$ cat config.mk
export PLATFORM = sky130hd
export DESIGN_NAME = bnn_feat_loader
export DESIGN_NICKNAME = d
export VERILOG_FILES = /design/src/rtl/bnn_feat_loader.sv
export SDC_FILE = /design/constraint.sdc
export NUM_CORES = 1
export LEC_CHECK = 0
export BUFFER_PORTS_ARGS = -buffer_cell sky130_fd_sc_hd__buf_2
export CAP_MARGIN = 0
export CORE_MARGIN = 2
export CORE_UTILIZATION = 50
export DETAILED_ROUTE_END_ITERATION = 16
export GPL_TIMING_DRIVEN = 0
export PLACE_DENSITY = 0.84
export REMOVE_ABC_BUFFERS = 1
export SETUP_SLACK_MARGIN = 0.1
export SYNTH_ARGS = -nofsm -noshare
export SYNTH_HDL_FRONTEND = slang
export SYNTH_SLANG_ARGS = --single-unit
$ cat constraint.sdc
create_clock -name clk -period 5.9 [get_ports clk]
set_clock_uncertainty 0.1 [all_clocks]
set_input_delay 0.885 -clock clk [delete_from_list [all_inputs] [get_ports clk]]
set_output_delay 0.885 -clock clk [all_outputs]
set_load 0.02 [all_outputs]
$ cat src/rtl/bnn_feat_loader.sv
// bnn_feat_loader: streams features into a flat classifier word, captures the class and hands it downstream.
module bnn_feat_loader #(
  parameter int N = 11,
  parameter int B = 4,
  parameter int C = 6,
  localparam int KW = $clog2(C)
) (
  input  logic          clk,
  input  logic          rst,
  input  logic          feat_valid,
  output logic          feat_ready,
  input  logic [B-1:0]  feat_data,
  input  logic          feat_last,
  output logic [N*B-1:0] inp,
  input  logic [KW-1:0] klass_in,
  output logic          res_valid,
  input  logic          res_ready,
  output logic [KW-1:0] res_klass,
  output logic [7:0]    res_idx,
  output logic          err
);
  localparam int CW = $clog2(N);
  typedef enum logic [1:0] {LOAD, EVAL, OUT} state_t;
  state_t state, state_nx;
  logic [CW-1:0] cnt;
  logic beat, full;
  assign feat_ready = state == LOAD;
  assign beat = feat_valid & feat_ready;
  assign full = cnt == CW'(N - 1);
  always_ff @(posedge clk or posedge rst)
    if (rst) state <= LOAD;
    else state <= state_nx;
  always_comb begin
    state_nx = state;
    state_nx = (beat && full) ? EVAL :
               (state == EVAL) ? OUT :
               (state == OUT && res_ready) ? LOAD : state;
  end
  always_ff @(posedge clk or posedge rst)
    if (rst) begin
      inp <= '0;
      cnt <= '0;
      res_valid <= 1'b0;
      res_klass <= '0;
      res_idx <= '0;
      err <= 1'b0;
    end else begin
      if (beat) begin
        inp <= {inp[N*B-B-1:0], feat_data};
        cnt <= (full || feat_last) ? '0 : cnt + 1'b1;
        if (full != feat_last) err <= 1'b1;
      end
      if (state == EVAL) begin
        res_klass <= klass_in;
        res_valid <= 1'b1;
      end
      if (state == OUT && res_ready) begin
        res_valid <= 1'b0;
        res_idx <= res_idx + 8'd1;
      end
    end
endmodule

# Word level (Yosys, flattened, before mapping)
# Cells that the tools add are included.
# totals
reg_bits	63
latch_bits	0
mem_bits_rw	0
romBits	0
inputBits	12
out_inout_bits	58
wordCells	27
n_memories	0
# classes
addsub	2
n_mul	0
div	0
order_cmp	0
n_eq_ne	4
n_shift	0
n_mux	6
bitwise_logic	1
reduce_logical	7
# op_table
operator	count
$add 8x1->8 const B	1
$mux 2	3
$add 4x1->4 const B	1
$eq 4x4->1 const B	1
$mux 4	1
$reduce_bool 3->1	1
$eq 2x1->1 const B	1
$eq 2x2->1 const B	1
$logic_and 1x1->1	2
$logic_not 2->1	1
$mux 1	2
$reduce_and 2->1	1
$reduce_bool 2->1	1
$and 1x1->1	1
$logic_or 1x1->1	1
$ne 1x1->1	1

# Logic depth before layout (Yosys ltp)
# Gate-level depths: netlist of the first run.
# depth
depth_word	5
ltp_mapped	7
depth_no_buf	7

# Worst setup path after synthesis of the first run
# OpenSTA, ideal clock, no wires.
# synth_path
path_kind	input to register
from	in feat_valid
to	reg inp[0]
setup_ns	0.117
arrival_ns	1.766
t_required_ns	5.683
setup_slack_ns	3.917
path_stages	6
path_buffers	3
path_cell_list	or3b_1 > clkbuf_1 > buf_2 > buf_2 > nand2_1 > nand2_1
# synth_via
elab_chain_len	1
# synth_lines
item	line_no	rtl
start: declaration	10	input logic feat_valid,
$and 1x1->1	28	assign beat = feat_valid & feat_ready;
end signal: assignment	49	inp <= {inp[N*B-B-1:0], feat_data};
end: declaration	14	output logic [N*B-1:0] inp,
# Every way passes these cells.
# A chain may end at the register's enable or synchronous reset.

# Worst setup path after layout of the first run
# layout_path
from	in feat_valid
to	reg cnt[3]
# layout_via
elab_chain_len	1
# layout_lines
item	line_no	rtl
$and 1x1->1	28	
end signal: assignment	50	cnt <= (full || feat_last) ? '0 : cnt + 1'b1;
end: declaration	25	logic [CW-1:0] cnt;
# Every way passes these cells.

==> summary.txt, run 1 <==
Run status
  – Status: completed

Placement
  – HPWL Detailed: 3380 um
  – DP Area: 2970 um2
  – Port Buffers: 69
  – Routability congestion estimate: 0.820
  – Cell total after placement: 393

Floorplanning
  – Core ar.: 4790 um2
  – Initial Util: 52.7%
  – I/O pin cnt: 70
  – Die width: 75.0 um
  – Die height: 75.0 um
  – Full die area: 5630 um2
  – Placement Rows: 25

Synthesis
  – Post-Synthesis Cells: 265
  – Main synth FF type: dfrtp_1
  – Top cell type's share of synthesized area: 62.5%
  – Yosys Warn Count: 0
  – Post-Synth XOR/XNOR Area: 2.43%
  – Post-synthesis adder-cell area fraction: 1.98%
  – Seq cells post-synth: 63
  – Ys async rst share: 100%
  – Synth area leaders: dfrtp_1 (63%), nand2_1 (21%), ha_1 (2.0%), mux2_2 (1.8%), xor2_1 (1.7%)
  – Yosys top cell by area: dfrtp_1
  – Distinct cells, synth: 30
  – Sequential element share of the synthesized area: 62.5%
  – Number of synthesized flops with an enable pin: 0
  – Synth Area in Simple Gates: 25.5%
  – Compound-Gate Fraction of Synth Area: 2.58%
  – Count leader, synth: nand2_1
  – Post-synthesis mux area share: 1.79%
  – Largest family of logic cells by synthesized area: simple AND/OR/NAND/NOR gates
  – Commonest cells in the netlist: nand2_1 (141), dfrtp_1 (63), clkbuf_1 (6)
  – Mapped Area: 2520 um2
  – Syn avg cell area: 9.52 um2

CTS
  – H-tree depth: 3
  – Number of CTS-inserted buffers: 9
  – Worst-path clk slew: 0.07 ns
  – Root buf cell: clkbuf_8
  – CTS Hold Bufs: 0
  – CTS tree: done
  – Worst-Skew Late Latency: 0.32 ns
  – Setup Buffers After CTS: 0
  – CTS Buffer Depth: 2
  – # resized after CTS: 0
  – Sink Count: 63

Global route
  – GRT overflow: 0
  – All-layer global routing usage: 18.8%
  – Largest net degree at the start of global routing: 37
  – First-pass GRT wire length: 7880 um
  – Initial antenna violation count: 0
  – Vias in the first global route: 1,773

Timing
  – Final Slew Violations: 0
  – Hold Violations, Final: 0
  – Crit share post-route: 36.8%
  – Fmax: 461 MHz
  – Worst-Margin Slew: 0.593 ns
  – Unrepaired setup endpoints after global routing: false
  – Slew HR: 60.4%
  – Fin Setup TNS: 0 ns
  – Final setup viols: 0
  – Fin crit period: 2.17 ns

Routing
  – Post-route antenna net violation count: 0
  – Starting DRT DRC Count: 125
  – Avg Vias per Cell: 4.71
  – DR WL/cell: 11.9 um
  – WL final: 4860 um
  – Remaining routing DRC violations: 0
  – Total iterations of the first detailed-routing run: 4
  – Vias: 1,927

Cells and area
  – Layout overhead on the synthesized area: 25.3%
  – Multi-input logic area: 870 um2
  – Finished Layout Cells: 409
  – Layout cells sized above 1: 28.7%
  – Layout fillers: 408
  – Ant. Diodes: 0
  – Sequential Area: 1580 um2
  – Post-route cell area: 3160 um2
  – Final net count: 353

Job
  – Max Cap Viol: 0

Pwr
  – Power Density: 254 nW/um2
  – Overall Power: 804 uW
  – P_leak: 1.92 nW
  – VDD IR-drop max: 186 uV

Critical path
  – Worst-path cell chain: buf_2 > or3b_2 > buf_12 > or2_0 > o311ai_2
  – Worst Path Arrival: 2.30 ns
  – CP max stage delay: 0.64 ns
  – WS Path Type: input port to register
  – Worst setup EP type: register
  – Crit path max fanout: 34
  – Worst Setup Start Kind: input port
  – Slowest CP cell: or3b_2
  – Worst Path Required: 6.03 ns

Min path
  – Hold Crit Class: register to register
## through the flow
step                hold WS, ns  setup slack, ns  util, %
floorplan                 0.382             1.77        -
global placement          0.335            0.195     60.4
detailed placement        0.342             3.38     62.0
CTS                       0.359             3.73     66.1
global route              0.387             3.68     66.1
finish                    0.353             3.73     66.1
## state kept, by name, indices dropped and copies added, names as in the netlist
name	flops
res_idx	8
res_klass	3
state	2
inp	44
cnt	4
res_valid	1
err	1
## worst max-delay path, delay by kind of cell
family | cells | cell delay, ns
AOI/OAI and AO/OA | 1 | 0.21
buffers and inverters | 2 | 0.33
and+or+nand+nor | 2 | 0.88
## worst paths after layout
kind | startpoint | slack [ns] | to | depth (start not counted)
min in group asynchronous | rst | 0.53 | res_idx[1] | 2
max | feat_valid | 3.73 | cnt[3] | 5
max reg2reg | state[1] | 3.87 | cnt[3] | 4
max in group asynchronous | rst | 4.58 | res_idx[3] | 3
min reg2reg | err | 0.35 | err | 1
min | err | 0.35 | err | 1
## placed cells by master, fill, tap and decap left out, types with 2 or more instances in the layout
master    instances
nand4_1           3
buf_6             3
o21ai_0           2
nor2_1            4
nand2_1         141
a21oi_1           2
inv_1             4
nand3_1           2
xnor2_1           2
xor2_1            5
buf_12            2
clkinv_2          3
mux2_2            4
nor3_1            2
buf_2            69
ha_1              4
clkbuf_8         13
dfrtp_1          63
## layout make-up
type	instances	area share, %
flip-flops and latches	63	49.9
inverters	5	0.594
multi-input cells	184	27.5
repair buffers	74	13.3
clock buffers	13	5.66
well taps	67	2.65
clock inverters	3	0.475
## report_power, final
group	internal, mW	switching [mW]
clock	0.196	0.153
sequential	0.434	0.00116
combinational	0.00656	0.0138
total	0.637	0.168
## logic make-up after synthesis
logic type,after synthesis
AO/OA/AOI/OAI,9
XOR/XNOR,7
adder cells (fa/ha/maj),4
buffers and inverters,18
flip-flops,63
multiplexers,4
AND/OR/NAND/NOR,160
## layer usage
layer / GRT usage [%] / vias to the layer above / share of wire, %
met3: 5.09 / 7 / 4.8
met2: 29.4 / 54 / 48
met1: 24.1 / 887 / 46
li1: - / 979 / -
met4: 9.92 / 0 / 1.6
met5: 0 / - / 0
Power figures use the tool's default switching activity.
==> run 2: changes to the inputs <==
--- a/config.mk
+++ b/config.mk
@@ -5,13 +5,14 @@
 export SDC_FILE = /design/constraint.sdc
 export NUM_CORES = 1
 export LEC_CHECK = 0
+export ABC_AREA = 1
 export BUFFER_PORTS_ARGS = -buffer_cell sky130_fd_sc_hd__buf_2
 export CAP_MARGIN = 0
 export CORE_MARGIN = 2
-export CORE_UTILIZATION = 50
+export CORE_UTILIZATION = 47
 export DETAILED_ROUTE_END_ITERATION = 16
 export GPL_TIMING_DRIVEN = 0
-export PLACE_DENSITY = 0.84
+export PLACE_DENSITY = 0.82
 export REMOVE_ABC_BUFFERS = 1
 export SETUP_SLACK_MARGIN = 0.1
 export SYNTH_ARGS = -nofsm -noshare
==> constraint.sdc (replaced) <==
create_clock -name clk -period 1.97 [get_ports clk]
set_clock_uncertainty 0.1 [all_clocks]
set_input_delay 0.2955 -clock clk [delete_from_list [all_inputs] [get_ports clk]]
set_output_delay 0.2955 -clock clk [all_outputs]
set_load 0.02 [all_outputs]
==> summary.txt, run 2 <==
Floorplanning
  – Placement Rows: 27
  – Core ar.: 5470 um2
  – Die width: 78.8 um
  – Initial Util: 48.1%
  – I/O pin cnt: 70
  – Full die area: 6210 um2
  – Die height: 78.8 um

Global route
  – First-pass GRT wire length: 8060 um
  – All-layer global routing usage: 16.8%
  – Vias in the first global route: 1,809
  – Largest net degree at the start of global routing: 50
  – Initial antenna violation count: 0
  – GRT overflow: 0

Synthesis
  – Sequential element share of the synthesized area: 59.9%
  – Largest family of logic cells by synthesized area: simple AND/OR/NAND/NOR gates
  – Post-Synthesis Cells: 280
  – Distinct cells, synth: 24
  – Compound-Gate Fraction of Synth Area: 10.0%
  – Synth Area in Simple Gates: 17.7%
  – Commonest cells in the netlist: nand2_1 (80), dfrtp_1 (63), inv_1 (38)
  – Yosys top cell by area: dfrtp_1
  – Post-synthesis mux area share: 0%
  – Synth area leaders: dfrtp_1 (60%), nand2_1 (11%), o21ai_0 (5.9%), inv_1 (5.4%), nand3_1 (2.3%)
  – Number of synthesized flops with an enable pin: 0
  – Top cell type's share of synthesized area: 59.9%
  – Post-Synth XOR/XNOR Area: 1.33%
  – Seq cells post-synth: 63
  – Mapped Area: 2630 um2
  – Syn avg cell area: 9.40 um2
  – Yosys Warn Count: 0
  – Ys async rst share: 100%
  – Count leader, synth: nand2_1
  – Main synth FF type: dfrtp_1
  – Post-synthesis adder-cell area fraction: 1.90%

Routing
  – Met1 Wirelength: 2470 um
  – DR WL/cell: 11.9 um
  – Total iterations of the first detailed-routing run: 4
  – Avg Vias per Cell: 4.67
  – Vias: 2,007
  – Starting DRT DRC Count: 94
  – Post-route antenna net violation count: 0
  – Metal2 WL: 2280 um
  – Remaining routing DRC violations: 0
  – WL final: 5140 um
  – WL met3: 303 um
  – DR top layer: met4

Placement
  – HPWL Detailed: 3320 um
  – Routability congestion estimate: 0.797
  – Cell total after placement: 412
  – Port Buffers: 69

Timing
  – Fin crit period: 1.57 ns
  – Fmax: 638 MHz
  – Fin Setup TNS: 0 ns
  – Final setup viols: 0
  – Slew HR: 59.9%
  – Crit share post-route: 79.6%
  – Unrepaired setup endpoints after global routing: false
  – Final Slew Violations: 0
  – Worst-Margin Slew: 0.601 ns
  – Hold Violations, Final: 0

Cells and area
  – Commonest non-fill, non-tap cell in the layout: nand2_1
  – Biggest register: inp
  – Final net count: 369
  – Largest registers: inp (44), res_idx (8), cnt (4)
  – Layout overhead on the synthesized area: 22.5%
  – Most frequent cells in the layout: nand2_1 (80), buf_2 (69), dfrtp_1 (63), inv_1 (37), o21ai_0 (31)
  – Number of flip-flops under the largest register name: 44
  – Finished Layout Cells: 430
  – Layout cells sized above 1: 29.3%
  – Ant. Diodes: 0

CTS
  – CTS Buffer Depth: 2
  – Worst-Skew Late Latency: 0.33 ns
  – CTS tree: done
  – H-tree depth: 3
  – Root buf cell: clkbuf_8
  – Sink Count: 63
  – Worst-path clk slew: 0.07 ns
  – Number of CTS-inserted buffers: 9
  – Setup Buffers After CTS: 0

Critical path
  – Worst Setup Start Kind: register
  – Worst Path Arrival: 1.17 ns
  – Crit path max fanout: 4
  – Worst Path Required: 1.57 ns
  – Worst setup EP type: output pin
  – WS Path Type: register to output pin

Pwr
  – VDD IR-drop max: 483 uV
  – Power Density: 792 nW/um2
  – P_leak: 1.76 nW

Min path
  – Hold Crit Class: input port to register

Job
  – Max Cap Viol: 0

Run status
  – Status: completed
[run 2: cell types whose count changed in the layout (fill, tap and decap cells not counted), sizes merged, moves of 3 or more]
cell,previous run,this run
nor2,4,13
inv,5,41
nand3,2,12
buf,74,70
mux2,4,0
clkbuf,13,10
o21ai,3,43
nand2,141,86
nand4,3,0
[run 2: timing repair]
item / in CTS / in global routing
setup endpoints to repair: 0 / 27
endpoints found under the hold margin: 27 / 0
hold buffers: 1 / 0
resized for setup: 0 / 1
[run 2: worst max-delay path, stage by stage (launching register included)]
cell     delay, ns
dfrtp_1       0.42
inv_2         0.10
nand2_4       0.09
inv_4         0.08
buf_2         0.17
[run 2: final cells by class]
type	instances	area [um2]
clock buffers	10	138
clock inverters	6	60.1
fillers	501	2250
inverters	41	156
multi-input cells	167	827
flip-flops and latches	63	1580
well taps	72	90.1
repair buffers	71	375
[run 2: final timing paths]
check	cells after the start	slack, ns	from	to
worst max-delay path	4	0.40	state[1]	feat_ready
worst min-delay path	3	0.08	feat_data[0]	inp[0]
worst max register to register	6	0.44	state[1]	cnt[3]
worst min register to register	1	0.37	err	err
max in group asynchronous	4	0.69	rst	res_idx[4]
min in group asynchronous	3	0.48	rst	inp[20]
[run 2: routing by layer]
metal | GRT usage [%] | vias up
met5 | 0 | -
met4 | 7.41 | 0
met3 | 5.34 | 8
met2 | 25.6 | 66
met1 | 22.1 | 923
li1 | - | 1010
[run 2: kinds of logic after synthesis]
| kind of cell | Yosys count |
|---|---|
| simple gates | 111 |
| xor+xnor | 4 |
| flops | 63 |
| compound gates | 47 |
| fa+ha+maj | 4 |
| buf+inv | 51 |
[run 2: power breakdown]
group	switching, mW	total (mW)	internal (mW)
Clock	0.488	1.10	0.611
Sequential	0.0116	1.33	1.32
Combinational	0.0870	0.127	0.0398
[run 2: through the flow]
stage	hold slack, ns	util (%)	cell area, um2	setup WS, ns	total power, mW
global route	0.0733	58.9	3220	0.268	2.66
floorplan	0.312	-	2550	0.00475	1.43
global placement	0.334	54.5	2980	-0.704	1.47
CTS	0.0682	58.7	3210	0.116	2.58
finish	0.0761	58.9	3220	0.402	2.55
detailed placement	0.304	54.9	3000	0.130	1.48
